`config.mk`:
```
export PLATFORM = sky130hd
export DESIGN_NAME = ro_pair_counter
export DESIGN_NICKNAME = d
export VERILOG_FILES = /design/src/rtl/ro_pair_counter.sv
export SDC_FILE = /design/constraint.sdc
export NUM_CORES = 1
export LEC_CHECK = 0
export BUFFER_PORTS_ARGS = -buffer_cell sky130_fd_sc_hd__buf_2
export CORE_UTILIZATION = 60
export DETAILED_ROUTE_END_ITERATION = 12
export PLACE_DENSITY = 0.83
export SLEW_MARGIN = 20
export SYNTH_ARGS = -nofsm -noshare
export SYNTH_HDL_FRONTEND = slang
export SYNTH_SLANG_ARGS = --single-unit
```
`constraint.sdc`:
```
create_clock -name clk -period 9.6 [get_ports clk]
set_clock_uncertainty 0.15 [all_clocks]
set_input_delay 0.96 -clock clk [delete_from_list [all_inputs] [get_ports clk]]
set_output_delay 0.96 -clock clk [all_outputs]
set_load 0.01 [all_outputs]
```
`src/rtl/ro_pair_counter.sv`:
```
// ---------------------------------------------------------------------------
// ro_pair_counter
//
// Measurement stage for a dual ring-oscillator PUF bank. On an accepted start
// it enables both RO banks, lets the selected oscillators settle for SETTLE
// clk cycles, and then counts rising edges of one bank-1 RO and one bank-2 RO
// over a programmable window of clk cycles. It then disables the banks and
// reports both counts and a 1-bit response (count_a > count_b).
//
// rst is asserted asynchronously. Its release is expected to be synchronous
// to clk, so no internal reset synchronizer is added here.
//
// Ports
//   clk            in   system clock
//   rst            in   asynchronous active-high reset
//   start          in   measurement request, sampled only while idle
//   sel_a          in   bank-1 RO index, latched on accepted start
//   sel_b          in   bank-2 RO index, latched on accepted start
//   window         in   count window in clk cycles, latched on accepted start
//   ro1_in         in   bank-1 RO outputs (asynchronous to clk)
//   ro2_in         in   bank-2 RO outputs (asynchronous to clk)
//   ro_activate_1  out  bank-1 enable, high during warm-up and counting
//   ro_activate_2  out  bank-2 enable, high during warm-up and counting
//   busy           out  high during warm-up and counting
//   done           out  one-cycle pulse when results are valid
//   count_a        out  saturating rising-edge count of selected bank-1 RO
//   count_b        out  saturating rising-edge count of selected bank-2 RO
//   response       out  1 iff count_a > count_b (ties give 0)
// ---------------------------------------------------------------------------
module ro_pair_counter #(
  parameter int N_RO   = 8,
  parameter int SEL_W  = 3,
  parameter int CNT_W  = 16,
  parameter int WIN_W  = 16,
  parameter int SETTLE = 4
) (
  input  logic             clk,
  input  logic             rst,
  input  logic             start,
  input  logic [SEL_W-1:0] sel_a,
  input  logic [SEL_W-1:0] sel_b,
  input  logic [WIN_W-1:0] window,
  input  logic [N_RO-1:0]  ro1_in,
  input  logic [N_RO-1:0]  ro2_in,
  output logic             ro_activate_1,
  output logic             ro_activate_2,
  output logic             busy,
  output logic             done,
  output logic [CNT_W-1:0] count_a,
  output logic [CNT_W-1:0] count_b,
  output logic             response
);

  // The shared timer holds either the warm-up length or the window length.
  localparam int ST_W  = (SETTLE > 2) ? $clog2(SETTLE) : 1;
  localparam int TMR_W = (WIN_W > ST_W) ? WIN_W : ST_W;

  typedef enum logic [1:0] {
    S_IDLE   = 2'd0,
    S_WARMUP = 2'd1,
    S_COUNT  = 2'd2,
    S_DONE   = 2'd3
  } state_t;

  state_t           r_state;
  logic [SEL_W-1:0] r_sel_a;
  logic [SEL_W-1:0] r_sel_b;
  logic [WIN_W-1:0] r_win;
  logic [TMR_W-1:0] r_tmr;
  logic             r_act;
  logic             r_done;
  logic             r_resp;
  logic [CNT_W-1:0] r_cnt_a;
  logic [CNT_W-1:0] r_cnt_b;

  // Synchronizer and edge-history flops, one chain per selected RO.
  logic r_sync_a_p0, r_sync_a_p1, r_hist_a_p2;
  logic r_sync_b_p0, r_sync_b_p1, r_hist_b_p2;

  logic             w_ro_a;
  logic             w_ro_b;
  logic             w_edge_a;
  logic             w_edge_b;
  logic [CNT_W-1:0] w_next_a;
  logic [CNT_W-1:0] w_next_b;

  // Counters clamp at all-ones instead of wrapping.
  function automatic logic [CNT_W-1:0] sat_inc(input logic [CNT_W-1:0] cnt,
                                               input logic             inc);
    if (inc && (cnt != {CNT_W{1'b1}})) begin
      return cnt + CNT_W'(1);
    end
    return cnt;
  endfunction

  // Stage 0: select the RO through the latched index. The mux runs before
  // the synchronizer so only one async signal per bank is synchronized.
  assign w_ro_a = ro1_in[r_sel_a];
  assign w_ro_b = ro2_in[r_sel_b];

  always_ff @(posedge clk or posedge rst) begin
    if (rst) begin
      r_sync_a_p0 <= 1'b0;
      r_sync_a_p1 <= 1'b0;
      r_hist_a_p2 <= 1'b0;
      r_sync_b_p0 <= 1'b0;
      r_sync_b_p1 <= 1'b0;
      r_hist_b_p2 <= 1'b0;
    end else begin
      // Stage 1/2: two-flop synchronizer; stage 3: history for edge detect.
      r_sync_a_p0 <= w_ro_a;
      r_sync_a_p1 <= r_sync_a_p0;
      r_hist_a_p2 <= r_sync_a_p1;
      r_sync_b_p0 <= w_ro_b;
      r_sync_b_p1 <= r_sync_b_p0;
      r_hist_b_p2 <= r_sync_b_p1;
    end
  end

  assign w_edge_a = r_sync_a_p1 & ~r_hist_a_p2;
  assign w_edge_b = r_sync_b_p1 & ~r_hist_b_p2;

  assign w_next_a = sat_inc(r_cnt_a, w_edge_a);
  assign w_next_b = sat_inc(r_cnt_b, w_edge_b);

  // Control FSM with registered outputs. r_act is set on the edge entering
  // WARMUP and cleared on the edge entering DONE, so it is high exactly
  // during WARMUP and COUNT and doubles as busy.
  always_ff @(posedge clk or posedge rst) begin
    if (rst) begin
      r_state <= S_IDLE;
      r_sel_a <= '0;
      r_sel_b <= '0;
      r_win   <= '0;
      r_tmr   <= '0;
      r_act   <= 1'b0;
      r_done  <= 1'b0;
      r_resp  <= 1'b0;
      r_cnt_a <= '0;
      r_cnt_b <= '0;
    end else begin
      r_done <= 1'b0;
      case (r_state)
        S_IDLE: begin
          if (start) begin
            r_sel_a <= sel_a;
            r_sel_b <= sel_b;
            r_win   <= window;
            r_cnt_a <= '0;
            r_cnt_b <= '0;
            r_tmr   <= TMR_W'(SETTLE - 1);
            r_act   <= 1'b1;
            r_state <= S_WARMUP;
          end
        end

        S_WARMUP: begin
          if (r_tmr == '0) begin
            if (r_win == '0) begin
              // Empty window: straight to results with zero counts.
              r_state <= S_DONE;
              r_act   <= 1'b0;
              r_done  <= 1'b1;
              r_resp  <= (r_cnt_a > r_cnt_b);
            end else begin
              r_state <= S_COUNT;
              r_tmr   <= TMR_W'(r_win) - TMR_W'(1);
            end
          end else begin
            r_tmr <= r_tmr - TMR_W'(1);
          end
        end

        S_COUNT: begin
          r_cnt_a <= w_next_a;
          r_cnt_b <= w_next_b;
          if (r_tmr == '0) begin
            // Response uses the post-increment counts so it is valid
            // together with done.
            r_state <= S_DONE;
            r_act   <= 1'b0;
            r_done  <= 1'b1;
            r_resp  <= (w_next_a > w_next_b);
          end else begin
            r_tmr <= r_tmr - TMR_W'(1);
          end
        end

        S_DONE: begin
          r_state <= S_IDLE;
        end

        default: begin
          r_state <= S_IDLE;
          r_act   <= 1'b0;
        end
      endcase
    end
  end

  assign ro_activate_1 = r_act;
  assign ro_activate_2 = r_act;
  assign busy          = r_act;
  assign done          = r_done;
  assign count_a       = r_cnt_a;
  assign count_b       = r_cnt_b;
  assign response      = r_resp;

endmodule

```
==> impl_metrics.yaml <==
run_status:
  status: "finished clean"
routing:
  drt_first_pass_iters: 5
  top_layer: "met4"
  via_count: 5256
  drt-met1-wl_um: 6370
  wl_met2_um: 6780
  wl_per_cell_um: 17.8
  drt_iter0_markers: 451
  vias_per_cell: 6.44
  route.detailed.drc: 0
  wl_um: 14500
  dr_wl_met3_um: 1160
  detail-route-antenna-nets: 0
floorplanning:
  ioPinCount: 78
  core_area_mm2: 0.00928
  dieHeight_um: 99.9
  start_util: 0.619
  die_x_um: 99.9
  rows: 35
  dieArea_mm2: 0.00998
sta:
  tightest_slew_ns: 1.02
  max_freq_ghz: 0.259
  min_period_ns: 3.86
  drv_slew: 0
  setup-tns-final_ns: 0
  fin_crit_sh: 0.402
  hold_violations: 0
  slew_headroom: 0.319
  setup_viol: 0
  rsz0062_at_grt: "false"
synth:
  yosysSeqAreaShare: 0.352
  synth_async_sr_flop_share: 1.00
  ys_ff_latch: 81
  yosysWarnings: 0
  synth_top_area_cell: "dfrtp_1"
  synth_edf_count: 0
  synth-main-ff-cell: "dfrtp_1"
  yosys.cell_types.count: 72
  synth_cells: 620
  avgSynthCellArea_um2: 9.28
  synth_area_mm2: 0.00575
  netlist_top_cells_area: "dfrtp_1 35%, ha_1 8.9%, mux2_2 4.9%, xnor2_1 4.6%, o21ai_0 4.5%"
  synth_top_area_frac: 0.352
  syn-num-nets: 702
pwr:
  power.leakage_nw: 2.81
  p_comb_frac: 0.521
  seqPwrFrac: 0.328
  swShare: 0.467
  pwr-share-clk: 0.151
  p_switching_uw: 828
  powerDensity_mw_per_mm2: 277
  p_int_uw: 945
  power_mw: 1.77
  peakVddDrop_mv: 0.162
run:
  maxCapViolCount: 0
clock_tree:
  tritoncts: "yes"
  numCtsBuffers: 9
  clk_path_buf_depth: 2
  cts.clk_slew.worst_paths_ns: 0.09
  post_cts_buffers: 0
  cts_num_sinks: 81
  htreeDepth: 3
  hold_buffers: 0
  cts_resized: 0
  clkLatencyLatePin_ns: 0.36
  cts_root_buffer: "clkbuf_8"
setup_path:
  required_ns: 9.72
  crit_type: "register to register"
  worstSetupStartpoint: "count_a[0]"
  cp-start-kind: "register"
  crit_fanout: 9
  reg2reg_from: "count_a[0]"
  crit_path_end_kind: "register"
  critical_path_arrival_ns: 3.98
place:
  dp_hpwl_um: 10500
  gp_congestion: 0.910
  place_inst: 800
  port_buffers: 77
grt:
  grt_pass1_wl_um: 23700
  grt_pass1_vias: 4893
  grtUsageTotal: 0.301
  antenna_found_initial: 0
  grt_max_degree: 82
  overflow: 0
finish:
  area_growth_pct: 11.2
  antennaDiodeCount: 0
  instances_no_fill: 816
  fillers: 742
  fin_nets: 764
  drive_gt1_frac: 0.226
  layout_common_cells: "81 x dfrtp_1, 77 x buf_2, 52 x o21ai_0"
  layout_commonest_cell: "dfrtp_1"
min_path:
  hold_class: "register to register"
  min_from: "r_sync_a_p0"
==> cells in the mapped netlist, types with 3 or more instances <==
cell type	count
nand3_1	24
a31oi_1	10
and4_1	3
ha_1	41
nand2_1	49
nor4_1	9
nor2_1	23
o22ai_1	5
o221ai_1	3
clkbuf_1	16
nor2b_1	4
buf_2	5
a21oi_1	39
o211ai_1	4
o31ai_1	8
or3_1	9
dfrtp_1	81
inv_1	31
buf_6	3
buf_1	3
nor3_1	20
nor4_4	3
mux4_2	4
nand2b_1	4
or4_1	6
a21o_1	5
a22o_1	3
nand4_1	24
a22o_2	5
o21ai_0	52
xnor2_1	30
and3_1	4
mux2_2	25
xor2_1	13
o32ai_1	3
==> cells by family after synthesis <==
family                     count (synthesis)  synth area share
and+or+nand+nor                          206             0.208
AOI/OAI and AO/OA                        160             0.174
DFF                                       81             0.352
buffers and inverters                     60            0.0455
xor gates and xnor gates                  43            0.0655
adders and majority gates                 41            0.0892
muxes                                     29            0.0646
==> registers in the layout (all words and copies together) (netlist names) <==
| signal | count |
|---|---|
| r_tmr | 16 |
| r_hist_a_p2 | 1 |
| done | 1 |
| r_hist_b_p2 | 1 |
| count_b | 16 |
| r_sync_a_p0 | 1 |
| r_sel_b | 3 |
| response | 1 |
| r_sync_a_p1 | 1 |
| busy | 1 |
| count_a | 16 |
| r_state | 2 |
| r_sync_b_p1 | 1 |
| r_win | 16 |
| r_sync_b_p0 | 1 |
| r_sel_a | 3 |
==> power groups by stage <==
stage,Clock (mW),Sequential [mW],Combinational [mW]
floorplan,0,0.551,0.716
global placement,0,0.573,0.873
detailed placement,0,0.584,0.901
CTS,0.272,0.577,0.910
global route,0.284,0.596,1.01
finish,0.268,0.581,0.924
==> path summary, 6_finish.rpt <==
check | endpoint | slack, ns | depth (start not counted)
max in group asynchronous | count_b[15] | 8.14 | 3
min in group asynchronous | r_hist_a_p2 | 0.65 | 3
worst max-delay path | response | 5.74 | 14
worst max register to register | response | 5.74 | 14
worst min register to register | r_sync_a_p1 | 0.21 | 0
worst min-delay path | r_sync_a_p1 | 0.21 | 0
==> area by class of cell <==
class	instances	area [um2]	share of cell area
well taps	129	161	0.0252
flip-flops and latches	81	2030	0.317
clock buffers	9	124	0.0194
clock inverters	7	88.8	0.0139
multi-input cells	479	3460	0.542
inverters	31	118	0.0184
repair buffers	80	412	0.0644
==> metrics by stage <==
step	hold slack [ns]	utilization	setup slack [ns]	cell area, um2
after CTS	0.208	0.688	5.76	6390
after global routing	0.213	0.689	5.50	6390
after floorplan	0.181	-	6.16	5750
after global placement	0.181	0.665	5.99	6180
after detailed placement	0.187	0.665	5.82	6180
final	0.208	0.689	5.74	6390
==> worst max-delay path, stage by stage (launching register included) <==
cell and delay, ns:
dfrtp_1 0.45, ha_1 0.30, nand3_1 0.19, nor3_1 0.09, nor3_2 0.52, and4_1 0.26, nand2_1 0.08, xnor2_1 0.16
ha_1 0.32, nand4_1 0.16, or4_1 0.57, a21oi_1 0.13, nor3_1 0.07, o32a_1 0.17, a31oi_1 0.16
==> metal layers <==
metal / track usage / up-vias
met5: 0 / -
met3: 0.0467 / 20
met1: 0.428 / 2559
met2: 0.473 / 241
li1: - / 2436
met4: 0.0984 / 0
No activity file was read; power rests on OpenSTA's default activity.
